**config.mk**
```make
export PLATFORM = sky130hd
export DESIGN_NAME = oled_fill_engine
export DESIGN_NICKNAME = d
export VERILOG_FILES = /design/src/rtl/oled_pkg.sv /design/src/rtl/oled_frame_fmt.sv /design/src/rtl/oled_fill_engine.sv
export SDC_FILE = /design/constraint.sdc
export NUM_CORES = 1
export LEC_CHECK = 0
export CORE_UTILIZATION = 40
export DETAILED_ROUTE_END_ITERATION = 8
export SLEW_MARGIN = 10
export SYNTH_ARGS = -nofsm -noshare
export SYNTH_HDL_FRONTEND = slang
export SYNTH_SLANG_ARGS = --single-unit
```
**constraint.sdc**
```tcl
create_clock -name clk_50m -period 5.7 [get_ports clk_50m]
set_input_delay 1.14 -clock clk_50m [delete_from_list [all_inputs] [get_ports clk_50m]]
set_output_delay 1.14 -clock clk_50m [all_outputs]
set_load 0.02 [all_outputs]
```
**src/rtl/oled_pkg.sv**
```systemverilog
// Shared definitions for OLED page writers: SSD1306/SH1106 control bytes,
// writer FSM states and the 24-bit {slave, control, payload} frame word.
package oled_pkg;

  localparam logic [7:0] OLED_CTRL_CMD   = 8'h00;
  localparam logic [7:0] OLED_CTRL_DATA  = 8'h40;
  localparam logic [7:0] OLED_CMD_PAGE   = 8'hB0;
  localparam logic [7:0] OLED_CMD_COL_HI = 8'h10;

  typedef enum logic [2:0] {
    IDLE       = 3'd0,
    CMD_PAGE   = 3'd1,
    CMD_COL_LO = 3'd2,
    CMD_COL_HI = 3'd3,
    DATA       = 3'd4,
    DONE       = 3'd5
  } oled_state_e;

  typedef logic [23:0] oled_frame_t;

  // Checkerboard inverts the pattern on cells where column and page parity differ
  function automatic logic [7:0] oled_data_byte(input logic [7:0] pattern,
                                                input logic       checker_en,
                                                input logic       col_lsb,
                                                input logic       page_lsb);
    if (checker_en && (col_lsb ^ page_lsb)) begin
      return ~pattern;
    end else begin
      return pattern;
    end
  endfunction

endpackage

```
**src/rtl/oled_frame_fmt.sv**
```systemverilog
// Combinational frame formatter: maps writer state, page, column and pattern
// to the 24-bit word handed to the IIC byte writer. Idle states yield zero.
module oled_frame_fmt
  import oled_pkg::*;
#(
  parameter logic [7:0] SLAVE_ADDR = 8'h78,
  parameter int         COL_OFFSET = 0
) (
  input  oled_state_e state,
  input  logic [2:0]  page,
  input  logic [7:0]  pattern,
  input  logic        col_lsb,
  input  logic        checker_en,
  output oled_frame_t frame
);

  localparam logic [6:0] COL_OFF     = 7'(COL_OFFSET);
  localparam logic [7:0] COL_LO_BYTE = {4'h0, COL_OFF[3:0]};
  localparam logic [7:0] COL_HI_BYTE = OLED_CMD_COL_HI | {5'h00, COL_OFF[6:4]};

  // Select the frame word for the byte about to be sent
  always_comb begin
    frame = 24'h000000;
    case (state)
      CMD_PAGE:   frame = {SLAVE_ADDR, OLED_CTRL_CMD, OLED_CMD_PAGE | {5'h00, page}};
      CMD_COL_LO: frame = {SLAVE_ADDR, OLED_CTRL_CMD, COL_LO_BYTE};
      CMD_COL_HI: frame = {SLAVE_ADDR, OLED_CTRL_CMD, COL_HI_BYTE};
      DATA:       frame = {SLAVE_ADDR, OLED_CTRL_DATA,
                           oled_data_byte(pattern, checker_en, col_lsb, page[0])};
      default:    frame = 24'h000000;
    endcase
  end

endmodule

```
**src/rtl/oled_fill_engine.sv**
```systemverilog
// Fills a page range of an SSD1306/SH1106 OLED with a byte pattern, one IIC
// frame per write_done. Define OLED_FILL_CHECKER_EN to add the checkerboard input.
module oled_fill_engine
  import oled_pkg::*;
#(
  parameter logic [7:0] SLAVE_ADDR = 8'h78,
  parameter int         PAGES      = 8,
  parameter int         COLS       = 128,
  parameter int         COL_OFFSET = 0
) (
  input  logic        clk_50m,
  input  logic        rst_n,
  input  logic        fill_req,
  input  logic [7:0]  fill_pattern,
  input  logic [2:0]  page_first,
  input  logic [2:0]  page_last,
`ifdef OLED_FILL_CHECKER_EN
  input  logic        fill_checker,
`endif
  input  logic        write_done,
  output logic        write_req,
  output logic [23:0] fill_data,
  output logic        busy,
  output logic        fill_finish
);

  localparam int               COL_W    = $clog2(COLS + 1);
  localparam logic [COL_W-1:0] COL_LAST = COL_W'(COLS - 1);

  oled_state_e      state_r, nxt_state_s;
  logic [2:0]       page_r, nxt_page_s, last_r, nxt_last_s;
  logic [2:0]       first_clamp_s, last_clamp_s;
  logic [COL_W-1:0] col_r, nxt_col_s;
  logic [7:0]       pattern_r, nxt_pattern_s;
  logic             checker_r, nxt_checker_s, checker_in_s;
  logic             frame_start_s;
  oled_frame_t      frame_s;
  logic             write_req_r, busy_r, finish_r;
  logic [23:0]      fill_data_r;

`ifdef OLED_FILL_CHECKER_EN
  assign checker_in_s = fill_checker;
`else
  assign checker_in_s = 1'b0;
`endif

  function automatic logic [2:0] clamp_page(input logic [2:0] p);
    if ({1'b0, p} >= 4'(PAGES)) begin
      return 3'(PAGES - 1);
    end else begin
      return p;
    end
  endfunction

  // Clamp the requested page range; an inverted range collapses to page_first
  always_comb begin
    first_clamp_s = clamp_page(page_first);
    last_clamp_s  = clamp_page(page_last);
    if (last_clamp_s < first_clamp_s) begin
      last_clamp_s = first_clamp_s;
    end else begin
      last_clamp_s = last_clamp_s;
    end
  end

  // Next-state logic: every byte state advances only on write_done
  always_comb begin
    nxt_state_s   = state_r;
    nxt_page_s    = page_r;
    nxt_last_s    = last_r;
    nxt_col_s     = col_r;
    nxt_pattern_s = pattern_r;
    nxt_checker_s = checker_r;
    case (state_r)
      IDLE: begin
        if (fill_req) begin
          nxt_state_s   = CMD_PAGE;
          nxt_page_s    = first_clamp_s;
          nxt_last_s    = last_clamp_s;
          nxt_col_s     = {COL_W{1'b0}};
          nxt_pattern_s = fill_pattern;
          nxt_checker_s = checker_in_s;
        end else begin
          nxt_state_s = IDLE;
        end
      end
      CMD_PAGE: begin
        if (write_done) nxt_state_s = CMD_COL_LO;
        else            nxt_state_s = CMD_PAGE;
      end
      CMD_COL_LO: begin
        if (write_done) nxt_state_s = CMD_COL_HI;
        else            nxt_state_s = CMD_COL_LO;
      end
      CMD_COL_HI: begin
        if (write_done) begin
          nxt_state_s = DATA;
          nxt_col_s   = {COL_W{1'b0}};
        end else begin
          nxt_state_s = CMD_COL_HI;
        end
      end
      DATA: begin
        if (!write_done) begin
          nxt_state_s = DATA;
        end else if (col_r != COL_LAST) begin
          nxt_col_s = col_r + COL_W'(1);
        end else if (page_r < last_r) begin
          nxt_state_s = CMD_PAGE;
          nxt_page_s  = page_r + 3'd1;
          nxt_col_s   = {COL_W{1'b0}};
        end else begin
          nxt_state_s = DONE;
        end
      end
      DONE:    nxt_state_s = IDLE;
      default: nxt_state_s = IDLE;
    endcase
  end

  // A new frame starts whenever the FSM lands on a fresh byte state or column
  assign frame_start_s = ((nxt_state_s != state_r) || (nxt_col_s != col_r)) &&
                         (nxt_state_s != IDLE) && (nxt_state_s != DONE);

  oled_frame_fmt #(
    .SLAVE_ADDR (SLAVE_ADDR),
    .COL_OFFSET (COL_OFFSET)
  ) u_fmt (
    .state      (nxt_state_s),
    .page       (nxt_page_s),
    .pattern    (nxt_pattern_s),
    .col_lsb    (nxt_col_s[0]),
    .checker_en (nxt_checker_s),
    .frame      (frame_s)
  );

  // State, counters and registered outputs
  always_ff @(posedge clk_50m) begin
    if (!rst_n) begin
      state_r     <= IDLE;
      page_r      <= 3'd0;
      last_r      <= 3'd0;
      col_r       <= {COL_W{1'b0}};
      pattern_r   <= 8'h00;
      checker_r   <= 1'b0;
      write_req_r <= 1'b0;
      busy_r      <= 1'b0;
      finish_r    <= 1'b0;
      fill_data_r <= 24'h000000;
    end else begin
      state_r     <= nxt_state_s;
      page_r      <= nxt_page_s;
      last_r      <= nxt_last_s;
      col_r       <= nxt_col_s;
      pattern_r   <= nxt_pattern_s;
      checker_r   <= nxt_checker_s;
      write_req_r <= frame_start_s;
      busy_r      <= (nxt_state_s != IDLE) && (nxt_state_s != DONE);
      finish_r    <= (nxt_state_s == DONE);
      fill_data_r <= frame_s;
    end
  end

  assign write_req   = write_req_r;
  assign fill_data   = fill_data_r;
  assign busy        = busy_r;
  assign fill_finish = finish_r;

endmodule

```
# Word level (Yosys, flattened, before mapping)
# Cells that the tools add are included.
# word_totals
register_bits,53
in_bits,18
output_inout_bits,27
word_cells,63
# classes
n_addsub,2
magnitude_cmp,2
eq_ne,13
n_mux,26
bitwise,2
reduce_logical,8
# ops
op,count
23-bit one-hot mux with 4 select lines,1
8-bit two-way mux,8
3-bit two-way mux,9
8-bit one-hot mux with 3 select lines,1
3-bit one-hot mux with 5 select lines,1
3-bit by 2-bit == test with 1-bit output (second input constant),4
3-bit == test (second input constant),3
8-bit by 1-bit adder with 8-bit output (second input constant),1
8-bit by 7-bit != test with 1-bit output (second input constant),1
8-bit != test,1
8-bit inverter,1
3-bit by 1-bit == test with 1-bit output (second input constant),2
3-bit less-than comparator,2
3-bit one-hot mux with 2 select lines,1
1-bit logical AND,4
1-bit two-way mux,4
3-bit by 1-bit adder with 3-bit output (second input constant),1
3-bit logical NOT,1
3-bit != test,1
3-bit != test (second input constant),1
3-bit nonzero test,1
2-bit two-way mux,1
2-bit AND reduction,1
1-bit logical OR,1
1-bit bitwise XOR,1

# Longest topological paths before layout
# depth
depth_word,9
mapped_depth,9

# Cells and area by module
# A second synthesis with hierarchy kept.
# unflattened
hier_cells,315
hier_area_um2,2831.5
# modules_own_cells
module,instances,cells_per_inst,area_each_um2
oled_fill_engine,1,252,2442.3
oled_frame_fmt,1,63,389.1

# Worst setup path after synthesis
# Ideal clock, no wire load.
# synth_timing
path_type,in2reg
from,input port fill_req
to,register fill_data_r[0] (netlist: fill_data[0])
setup_ps,131
arrival_ps,2700
setup_slack_ps,2870
stages,9
n_path_buf,2
path_cell_list,buf_4 > or4b_1 > buf_2 > nand3_2 > mux2_4 > a21oi_1 > mux2i_4 > xnor2_1 > o22ai_1
# synth_between
elab_chain_cells,6
elab_cells_between_ends,19
classes_between,eq/ne: 4; mux: 12; bitwise: 2; reduce/logical: 1
# synth_rtl
element,line,source
start: declaration,oled_fill_engine.sv:13,"input logic fill_req,"
8-bit two-way mux / 3-bit two-way mux (equally long branches),oled_fill_engine.sv:76,if (fill_req) begin
8-bit one-hot mux with 3 select lines / 3-bit one-hot mux with 2 select lines (equally long branches),oled_fill_engine.sv:74,case (state_r)
1-bit bitwise XOR,oled_pkg.sv:26,if (checker_en && (col_lsb ^ page_lsb)) begin
1-bit logical AND,oled_pkg.sv:26,
8-bit two-way mux,oled_pkg.sv:26,
23-bit one-hot mux with 4 select lines *,oled_frame_fmt.sv:24,case (state)
end signal: assignment,oled_fill_engine.sv:160,fill_data_r <= frame_s;
end: declaration,oled_fill_engine.sv:39,logic [23:0] fill_data_r;
# Mark *: on every way between the ends. The rest lies on a longest branch, timed or not.
# A chain may end at the register's enable or synchronous reset.

# Final worst setup path
# layout_timing
from,input port fill_req
to,register fill_data_r[2] (netlist: fill_data[2])
# The elaborated chain is that of the path after synthesis.

==> metrics.yaml <==
drtAntennaViolNets: 0
die-area_mm2: 0.00590
yosys.area.top_type: "dfxtp_1"
final_nets: 310
slew_headroom: 0.422
r2r-start: "state_r[2]"
vias: 1852
post-route-min-period_ns: 3.61
worst_ep_arrival_time_ns: 3.77
core-area_mm2: 0.00524
synth_edf_count: 0
reg2reg_depth: 7
ys_ff_latch: 39
min_to: "checker_r"
postCtsResizedCells: 0
drive_gt1_frac: 0.0627
antenna_found_initial: 0
cts_tree: "yes"
p_leak_nw: 1.08
synth-xor-area-share: 0.0391
r2r_end: "fill_data[2]"
worst_slew_pin_slew_ns: 0.864
synth_ff_type: "dfxtp_1"
fin_setup_tns_ns: 0
finalMaxSlewViolations: 0
start_kind: "primary input"
final_util: 0.502
crit_fanout: 14
ir_drop_mv: 0.199
cp-startpoint: "fill_req"
netlist_top_cells_area: "dfxtp_1, buf_4, mux2i_1, nor2b_1, nand2_1"
cts_setup_buffers: 0
critPathKind: "in -> reg"
synth.avg_cell_area_um2: 8.48
cts_hold_buf: 0
drv_cap: 0
synthCells: 264
netlist_area_mm2: 0.00224
drt_iter0_markers: 106
setup_viol: 0
synth_top_area_frac: 0.349
synthAdderAreaFrac: 0.0335
yosys.area_share.simple: 0.251
cts_buffers: 5
hold_violations: 0
chipWidth_um: 76.8
min_period_over_period: 0.633
grt-ovfl-total: 0
synth.mux.area_fraction: 0.0665
viasPerCell: 5.19
crit_path_end_kind: "flip-flop"
grt_setup_unrepaired: "no"
r2r_slack_ns: 2.73
rows: 26
grt_max_degree: 29
grt_pass1_vias: 1681
wire_per_inst_um: 14.0
cts_max_level: 2
synth_top_family_by_area: "simple AND/OR/NAND/NOR gates"
boundaryPins: 45
clock_skew_ns: 0.00924
hp-class: "reg -> reg"
insertedDiodeCount: 0
firstDrtPassIters: 4
hp-start: "checker_r"
io_buffers: 33
synth-compound-area-share: 0.160
power_density_mw_per_mm2: 260
whs_path_depth: 1
drc: 0
place_congestion: 0.825
yosysSeqAreaShare: 0.349
max_freq_mhz: 277
clkLatencyLatePin_ns: 0.30
grt_pass1_wl_um: 8420
required_ns: 5.86
wirelength_um: 5000
hpwl_um: 3550
gr-usage-all-layers: 0.178
outcome: "finished, final reports clean"
ys_types: 60
clockBufferDepth: 2
async_reset_ff_frac: 0
initial_core_util: 0.428
synth_warnings: 0
cts.sinks: 39
clock-root-buffer: "clkbuf_8"
die_h_um: 76.8
area.growth.synth_to_final_pct: 17.4
clk_pin_slew_ns: 0.08
==> through the flow <==
stage          area (um2)  setup WS, ns  total power, mW  hold WS, ns  cells
2_1_floorplan        2280          2.87            0.418        0.452    274
3_5_place_dp         2510          1.81            0.457        0.474    349
5_1_grt              2630          1.94            0.716        0.508    357
3_3_place_gp         2510          1.84            0.456        0.478    349
4_1_cts              2630          2.08            0.688        0.490    357
6_report             2630          2.09            0.684        0.488    357
==> state kept, by name (all words and copies together) (netlist names) <==
name / cells
busy: 1
checker_r: 1
col_r: 8
fill_data: 10
fill_finish: 1
last_r: 3
page_r: 3
pattern_r: 8
state_r: 3
write_req: 1
==> cells by family (layout without fill, tap and decap cells) <==
| group | Yosys count | after routing |
|---|---|---|
| other | 1 | 11 |
| adder cells (fa/ha/maj) | 6 | 6 |
| AND/OR/NAND/NOR | 101 | 101 |
| multiplexers | 13 | 13 |
| XOR/XNOR | 10 | 10 |
| buffers and inverters | 39 | 52 |
| AO/OA/AOI/OAI | 55 | 55 |
| flip-flops | 39 | 39 |
==> how the worst max path moves through the flow <==
stage                         to  slack [ns]  cells after the start
floorplan           fill_data[0]        2.87                      9
detailed placement  fill_data[4]        1.81                      8
global placement    fill_data[2]        1.84                      8
CTS                 fill_data[2]        2.08                      8
global route        fill_data[2]        1.94                      8
finish              fill_data[2]        2.09                      8
==> power by group <==
part	switching [mW]	internal, mW	leakage, nW
clock network	0.101	0.132	0.0548
logic	0.0825	0.0661	0.706
registers	0.0131	0.289	0.319
total	0.197	0.487	1.08
==> placed cells by master (no fill, tap or decap), types with 2 or more instances in the layout <==
cell              n
dfxtp_1          39
clkdlybuf4s50_1  33
nand2_1          24
nor2b_1          16
nor2_1           15
a21oi_1          13
o21ai_0          12
inv_1            11
nand3_1          11
conb_1           11
mux2i_1          10
xnor2_1           9
ha_1              6
and2_1            5
nand2b_1          5
and3_1            5
clkbuf_8          5
nand4_1           4
o22ai_1           4
a31oi_1           3
nor2_2            2
a311oi_1          2
o211a_1           2
o211ai_1          2
o21ai_1           2
a21boi_0          2
==> final cells by class <==
| class | count | area [um2] |
|---|---|---|
| Multi-Input combinational cell | 196 | 1270 |
| Clock inverter | 3 | 46.3 |
| Clock buffer | 5 | 68.8 |
| Sequential cell | 39 | 781 |
| Tap cell | 70 | 87.6 |
| Inverter | 11 | 41.3 |
| Fill cell | 523 | 2610 |
| Timing Repair Buffer | 33 | 330 |
==> routing by layer <==
metal / track usage / part of all wire / up-vias
li1: - / - / 943
met4: 0.0423 / 0.011 / 0
met2: 0.288 / 0.47 / 48
met1: 0.239 / 0.48 / 854
met3: 0.0393 / 0.048 / 7
met5: 0 / 0 / -
==> synth_stat cells, drive strengths merged, types with 2 or more instances <==
master and n:
nand3 12, mux2i 11, o21ai 15, nor2 17, a21boi 2, a311oi 2
nand3b 2, dfxtp 39, ha 6, a31oi 3, o22ai 4, o211ai 2
nand2b 5, inv 11, mux2 2, nand2 24, o211a 2, clkbuf 6
nand4 5, a21oi 13, buf 22, and2 5, nor2b 16, xnor2 9
and3 5
==> critical path, stage by stage <==
cell	delay, ns
clkdlybuf4s50_1	0.64
or4b_1	0.83
nand3_2	0.22
mux2_4	0.18
a21oi_1	0.09
mux2i_4	0.38
xnor2_1	0.17
o22ai_1	0.11
Note: power is estimated with default switching activity, not from simulation.
